==> config.mk <==
export PLATFORM = sky130hd
export DESIGN_NAME = uart_tx_mmio
export DESIGN_NICKNAME = d
export VERILOG_FILES = /design/src/rtl/soc_pkg.sv /design/src/rtl/sync_fifo.sv /design/src/rtl/uart_tx_mmio.sv
export SDC_FILE = /design/constraint.sdc
export NUM_CORES = 1
export LEC_CHECK = 0
export ABC_AREA = 1
export CAP_MARGIN = 5
export CELL_PAD_IN_SITES_DETAIL_PLACEMENT = 1
export CELL_PAD_IN_SITES_GLOBAL_PLACEMENT = 1
export CORE_MARGIN = 2
export CORE_UTILIZATION = 42
export DETAILED_ROUTE_END_ITERATION = 7
export PLACE_DENSITY = 0.89
export SYNTH_ARGS = -nofsm -noshare
export SYNTH_HDL_FRONTEND = slang
export SYNTH_SLANG_ARGS = --single-unit
==> constraint.sdc <==
create_clock -name clk -period 5.8 [get_ports clk]
set_input_delay 0.87 -clock clk [delete_from_list [all_inputs] [get_ports clk]]
set_output_delay 0.87 -clock clk [all_outputs]
set_load 0.02 [all_outputs]
==> src/rtl/soc_pkg.sv <==
// Shared SoC constants: UART register offsets, STATUS bit positions and the
// transmitter FSM state type.
package soc_pkg;

  localparam logic [31:0] TxdataOffset = 32'h0000_0000;
  localparam logic [31:0] StatusOffset = 32'h0000_0004;

  localparam int unsigned StatBusy   = 0;
  localparam int unsigned StatFull   = 1;
  localparam int unsigned StatEmpty  = 2;
  localparam int unsigned StatOvf    = 3;
  localparam int unsigned StatCntLsb = 4;
  localparam int unsigned StatCntMsb = 10;

  typedef enum logic [1:0] {
    StIdle  = 2'd0,
    StStart = 2'd1,
    StData  = 2'd2,
    StStop  = 2'd3
  } uart_state_e;

endpackage

==> src/rtl/sync_fifo.sv <==
// Single-clock FIFO with combinational read data. A push into a full FIFO is
// accepted when a pop happens in the same cycle.
module sync_fifo #(
  parameter int unsigned WIDTH = 8,
  parameter int unsigned DEPTH = 8
) (
  input  logic                     clk,
  input  logic                     resetn,
  input  logic                     push,
  input  logic                     pop,
  input  logic [WIDTH-1:0]         din,
  output logic [WIDTH-1:0]         dout,
  output logic                     full,
  output logic                     empty,
  output logic [$clog2(DEPTH):0]   count
);

  localparam int unsigned PtrW = $clog2(DEPTH);
  localparam logic [PtrW-1:0] PtrOne = 1;
  localparam logic [PtrW:0]   CntOne = 1;

  logic [WIDTH-1:0] mem_q [DEPTH];
  logic [PtrW-1:0]  wr_ptr_q, rd_ptr_q;
  logic [PtrW:0]    count_q, count_d;
  logic             do_push, do_pop;

  assign empty   = (count_q == '0);
  assign full    = (count_q == DEPTH[PtrW:0]);
  assign count   = count_q;
  assign dout    = mem_q[rd_ptr_q];
  assign do_pop  = pop & ~empty;
  assign do_push = push & (~full | do_pop);

  always_comb begin
    count_d = count_q;
    unique case ({do_push, do_pop})
      2'b10:   count_d = count_q + CntOne;
      2'b01:   count_d = count_q - CntOne;
      default: count_d = count_q;
    endcase
  end

  // Power-of-two depth: pointers wrap by natural overflow.
  always_ff @(posedge clk or negedge resetn) begin
    if (!resetn) begin
      wr_ptr_q <= '0;
      rd_ptr_q <= '0;
      count_q  <= '0;
    end else begin
      count_q <= count_d;
      if (do_push) wr_ptr_q <= wr_ptr_q + PtrOne;
      if (do_pop)  rd_ptr_q <= rd_ptr_q + PtrOne;
    end
  end

  always_ff @(posedge clk) begin
    if (do_push) mem_q[wr_ptr_q] <= din;
  end

endmodule

==> src/rtl/uart_tx_mmio.sv <==
// Memory-mapped 8N1 UART transmitter: TXDATA pushes into a FIFO, STATUS is
// read back through a registered path, and an FSM serialises bytes onto tx.
module uart_tx_mmio
  import soc_pkg::*;
#(
  parameter logic [31:0] BASE_ADDR  = 32'h2000_0010,
  parameter int unsigned CLK_DIV    = 104,
  parameter int unsigned FIFO_DEPTH = 8
) (
  input  logic        clk,
  input  logic        resetn,
  input  logic [31:0] data_addr,
  input  logic [31:0] data_wr,
  input  logic [3:0]  data_wr_en,
  output logic [31:0] data_rd,
  output logic        tx,
  output logic        tx_busy
);

  localparam int unsigned CntW  = $clog2(CLK_DIV);
  localparam int unsigned FillW = $clog2(FIFO_DEPTH) + 1;
  localparam logic [CntW-1:0] BaudReload = CntW'(CLK_DIV - 1);
  localparam logic [CntW-1:0] CntOne     = 1;

  logic             txdata_sel, status_sel, wr_txdata, wr_status;
  logic             fifo_pop, fifo_full, fifo_empty;
  logic [7:0]       fifo_dout;
  logic [FillW-1:0] fifo_count;
  logic             ovf_q, ovf_d;
  logic [31:0]      status, rd_q, rd_d;

  uart_state_e      state_q, state_d;
  logic [CntW-1:0]  cnt_q, cnt_d;
  logic [2:0]       bit_q, bit_d;
  logic [7:0]       shift_q, shift_d;
  logic             tx_q, tx_d;
  logic             bit_end;

  logic unused_bits;
  assign unused_bits = ^data_wr_en[3:1];

  assign txdata_sel = (data_addr == BASE_ADDR + TxdataOffset);
  assign status_sel = (data_addr == BASE_ADDR + StatusOffset);
  assign wr_txdata  = txdata_sel & data_wr_en[0];
  assign wr_status  = status_sel & data_wr_en[0];
  assign fifo_pop   = (state_q == StIdle) & ~fifo_empty;

  sync_fifo #(
    .WIDTH (8),
    .DEPTH (FIFO_DEPTH)
  ) u_fifo (
    .clk    (clk),
    .resetn (resetn),
    .push   (wr_txdata),
    .pop    (fifo_pop),
    .din    (data_wr[7:0]),
    .dout   (fifo_dout),
    .full   (fifo_full),
    .empty  (fifo_empty),
    .count  (fifo_count)
  );

  // A dropped byte wins over a simultaneous W1C clear.
  assign ovf_d = (ovf_q & ~(wr_status & data_wr[StatOvf])) |
                 (wr_txdata & fifo_full & ~fifo_pop);

  assign tx_busy = (state_q != StIdle) | ~fifo_empty;

  always_comb begin
    status                        = '0;
    status[StatBusy]              = tx_busy;
    status[StatFull]              = fifo_full;
    status[StatEmpty]             = fifo_empty;
    status[StatOvf]               = ovf_q;
    status[StatCntMsb:StatCntLsb] = 7'(fifo_count);
    rd_d                          = status_sel ? status : 32'h0;
  end

  assign bit_end = (cnt_q == '0);

  always_comb begin
    state_d = state_q;
    cnt_d   = cnt_q;
    bit_d   = bit_q;
    shift_d = shift_q;
    tx_d    = tx_q;
    if (state_q != StIdle) cnt_d = bit_end ? BaudReload : cnt_q - CntOne;
    // tx_d carries the level of the state being entered so tx stays a flop.
    unique case (state_q)
      StIdle: begin
        tx_d = 1'b1;
        if (!fifo_empty) begin
          shift_d = fifo_dout;
          cnt_d   = BaudReload;
          bit_d   = '0;
          tx_d    = 1'b0;
          state_d = StStart;
        end
      end
      StStart: begin
        if (bit_end) begin
          tx_d    = shift_q[0];
          state_d = StData;
        end
      end
      StData: begin
        if (bit_end) begin
          shift_d = shift_q >> 1;
          if (bit_q == 3'd7) begin
            tx_d    = 1'b1;
            state_d = StStop;
          end else begin
            tx_d  = shift_q[1];
            bit_d = bit_q + 3'd1;
          end
        end
      end
      StStop: begin
        if (bit_end) begin
          tx_d    = 1'b1;
          state_d = StIdle;
        end
      end
      default: state_d = StIdle;
    endcase
  end

  always_ff @(posedge clk or negedge resetn) begin
    if (!resetn) begin
      state_q <= StIdle;
      cnt_q   <= '0;
      bit_q   <= '0;
      shift_q <= '0;
      tx_q    <= 1'b1;
      ovf_q   <= 1'b0;
      rd_q    <= '0;
    end else begin
      state_q <= state_d;
      cnt_q   <= cnt_d;
      bit_q   <= bit_d;
      shift_q <= shift_d;
      tx_q    <= tx_d;
      ovf_q   <= ovf_d;
      rd_q    <= rd_d;
    end
  end

  assign tx      = tx_q;
  assign data_rd = rd_q;

endmodule

==> summary.md <==
| Metric | Value |
|---|---|
| Outcome | `finished, final reports clean` |
| Peak Freq | `329.2 MHz` |
| DR WL/cell | `17.32 um` |
| First-pass GRT wire length | `20.52 mm` |
| Via count of the routed design | `3868` |
| Initial drt markers | `240` |
| Syn_area_per_cell | `9.448 um2` |
| Crit-path max FO | `7` |
| Non-filler instance count after layout | `729` |
| Hold Crit Class | `reg -> reg` |
| CTS tree | `built` |
| DRC Markers | `0` |
| Clock Latency Late Sink | `350 ps` |
| PD cells | `245.8 nW/um2` |
| Seq. cell area | `2924 um2` |
| GRT Max-Usage Layer | `met2` |
| Final setup viols | `0` |
| Layout cells sized above 1 | `4.949%` |
| Chip height | `approximately 110 um` |
| Pleak | `2.449 nW` |
| Root buffer cell | `clkbuf_16` |
| Sequential area share after synthesis | `58.18%` |
| Initial core utilization | `43.46%` |
| Routed WL | `between 10 and 15 mm` |
| Grt met1 use | `23.05%` |
| Post-synth ARST share | `between 30% and 40%` |
| Final worst path period share | `about 52%` |
| TritonCTS Buffers | `9` |
| Worst Path Required | `6030 ps` |
| Ys flop type | `edfxtp_1` |
| Detailed Routing Iterations Pass 1 | `4` |
| Area share of the largest cell type after synthesis | `38.24%` |
| CP endpoint kind | `flop` |
| Area grow syn2layout | `16.01%` |
| Critical path arrival | `3270 ps` |
| Crit start category | `input pin` |
| Worst-path clk slew | `80 ps` |
| Synth Register Bits | `104` |
| Fin crit period | `3038 ps` |
| Max Slew Vio Count | `0` |
| Design Power | `1.433 mW` |
| Post-synth EDFFs | `64` |
| Antenna diodes | `0` |
| Met3 Use GR | `4.623%` |
| Largest net degree at the start of global routing | `just over 40` |
| Hold_buf cts | `0` |
| Synth area leaders | `edfxtp_1, dfrtp_1, nand2_1` |
| Die ar. | `12860 um2` |
| Critical Path Slowest Stage Cell | `clkdlybuf4s50_1` |
| Unrepaired setup endpoints after global routing | `false` |
| Initial antenna violation count | `0` |
| Most common cell in the netlist | `nand2_1` |
| Most common library cells after synthesis | `nand2_1, nor2_1, edfxtp_1` |
| Placed Instances | `713` |
| Area of the mapped netlist | `approximately 5000 um2` |
| Number of max-cap violations | `0` |
| Synth Instances | `approximately 530` |
| Row Count | `39` |
| GRT Total Usage | `20.63%` |
| Clock buffer depth | `2` |
| Cell taking the most area after synthesis | `edfxtp_1` |
| Final Hold Fails | `0` |
| Vias/cell | `5.306` |
| Vias in the first global route | `4204` |
| DP HPWL | `approximately 8.4 mm` |
| Gp weighted congestion | `0.7529` |
| Fillers | `1328` |
| H-tree depth | `3` |
| GRT overflow | `0` |
| Post-CTS sizing | `0` |
| Slew @ Worst Pin | `1235 ps` |
| Skew final | `9.084 ps` |
| Final net count | `664` |
| IO Count | `around 100` |
| Die width | `113.4 um` |
| Multi-input gate area | `1790 um2` |
| CP Cell Sequence | `clkdlybuf4s50_1, nor2_1, nand2_1, nor2_1, nand2_1, nor2_4, nand3_1, ha_1, xor2_2, ha_1, a21oi_1, xor2_1, o21ai_0` |
| YS warnings | `0` |
| Max stage delay on crit path | `400 ps` |
| Netlist cell types | `33` |
| I/O Buffers | `52` |
| Fin Setup TNS | `0 ps` |
| Worst vdd ir | `around 120 uV` |
| Clock sink total | `between 100 and 150` |
| Core Region | `between 10000 and 15000 um2` |
| Slew headroom | `17.70%` |
| Antenna Nets Post-Route | `0` |
| Post CTS Setup Buffer Count | `0` |
| Crit Path Category | `in -> reg` |
| GR Util met2 | `37.52%` |
state kept, by name (all words and copies together) (netlist names):
| register | cells |
|---|---|
| data_rd | 8 |
| ovf_q | 1 |
| u_fifo.mem_q | 64 |
| cnt_q | 7 |
| shift_q | 8 |
| u_fifo.count | 4 |
| bit_q | 3 |
| u_fifo.rd_ptr_q | 3 |
| state_q | 2 |
| tx | 1 |
| u_fifo.wr_ptr_q | 3 |
worst paths after layout:
kind / startpoint / end / slack (ps) / cells past startpoint
max: data_addr[1] / u_fifo.count[2] / 2760 / 13
max reg2reg: state_q[1] / u_fifo.count[2] / 3030 / 11
max in group asynchronous: resetn / u_fifo.wr_ptr_q[2] / 4580 / 1
min reg2reg: shift_q[6] / shift_q[6] / 490 / 2
min in group asynchronous: resetn / bit_q[1] / 660 / 1
min: shift_q[6] / shift_q[6] / 490 / 2
layout make-up:
class | count | share of cell area [%]
Tap cell | 143 | 3.069
Clock inverter | 7 | 0.9227
Sequential cell | 104 | 50.15
Clock buffer | 9 | 3.863
Timing Repair Buffer | 52 | 8.841
Multi-Input combinational cell | 376 | 30.71
Inverter | 38 | 2.446
cells by family (layout without fill, tap and decap cells):
group           count (synthesis)  in the layout  share of synthesized area [%]
compound gates                 26             26                          2.813
flops                         104            104                          58.18
buf+inv                        75            106                          7.916
xor+xnor                       10             10                          1.892
other cells                     1             24                        0.07461
simple gates                  303            303                          25.89
fa+ha+maj                      13             13                          3.236
power breakdown:
part            switching, mW  leakage, nW  total (mW)  internal, mW
logic                  0.0364         1.24      0.0642        0.0278
registers      0.000000000818         1.07       0.787         0.787
clock network           0.285        0.136       0.582         0.297
critical path, delay by kind of cell:
family	cells	cell delay, ps
and+or+nand+nor	6	830
AOI/OAI and AO/OA	2	300
xor gates and xnor gates	2	360
adders and majority gates	2	510
buffers and inverters	1	400
layout by cell type, fill, tap and decap left out, types with 3 or more instances in the layout:
| cell | Yosys | routed |
|---|---|---|
| inv_6 | 0 | 3 |
| nor3_1 | 3 | 3 |
| ha_1 | 13 | 13 |
| conb_1 | 1 | 24 |
| a21oi_1 | 5 | 5 |
| inv_1 | 34 | 34 |
| nand3_1 | 58 | 58 |
| clkbuf_16 | 0 | 9 |
| clkdlybuf4s50_1 | 0 | 51 |
| dfrtp_1 | 39 | 39 |
| inv_2 | 3 | 3 |
| o21ai_1 | 3 | 3 |
| xor2_1 | 7 | 7 |
| edfxtp_1 | 64 | 64 |
| nand2_2 | 3 | 3 |
| nor2_1 | 85 | 85 |
| nand2_1 | 138 | 138 |
| nand4_1 | 9 | 9 |
| o21ai_0 | 13 | 13 |
stage by stage:
stage	hold WS (ps)	area (um2)	utilization (%)	setup slack, ps
finish	485.1	5831	50.42	2762
CTS	486.4	5831	50.42	2735
global route	513.3	5831	50.42	2568
floorplan	441.7	5112	-	3254
global placement	462.0	5552	48.00	2540
detailed placement	466.6	5552	48.00	2399
layer usage:
layer / vias to the layer above / routed length (um) / part of all wire, %
li1: 1803 / - / -
met3: 25 / 749 / 5.9
met4: 0 / 287 / 2.3
met1: 1903 / 4901 / 39
met5: - / 0 / 0
met2: 137 / 6687 / 53
(Power assumes the default switching activity.)
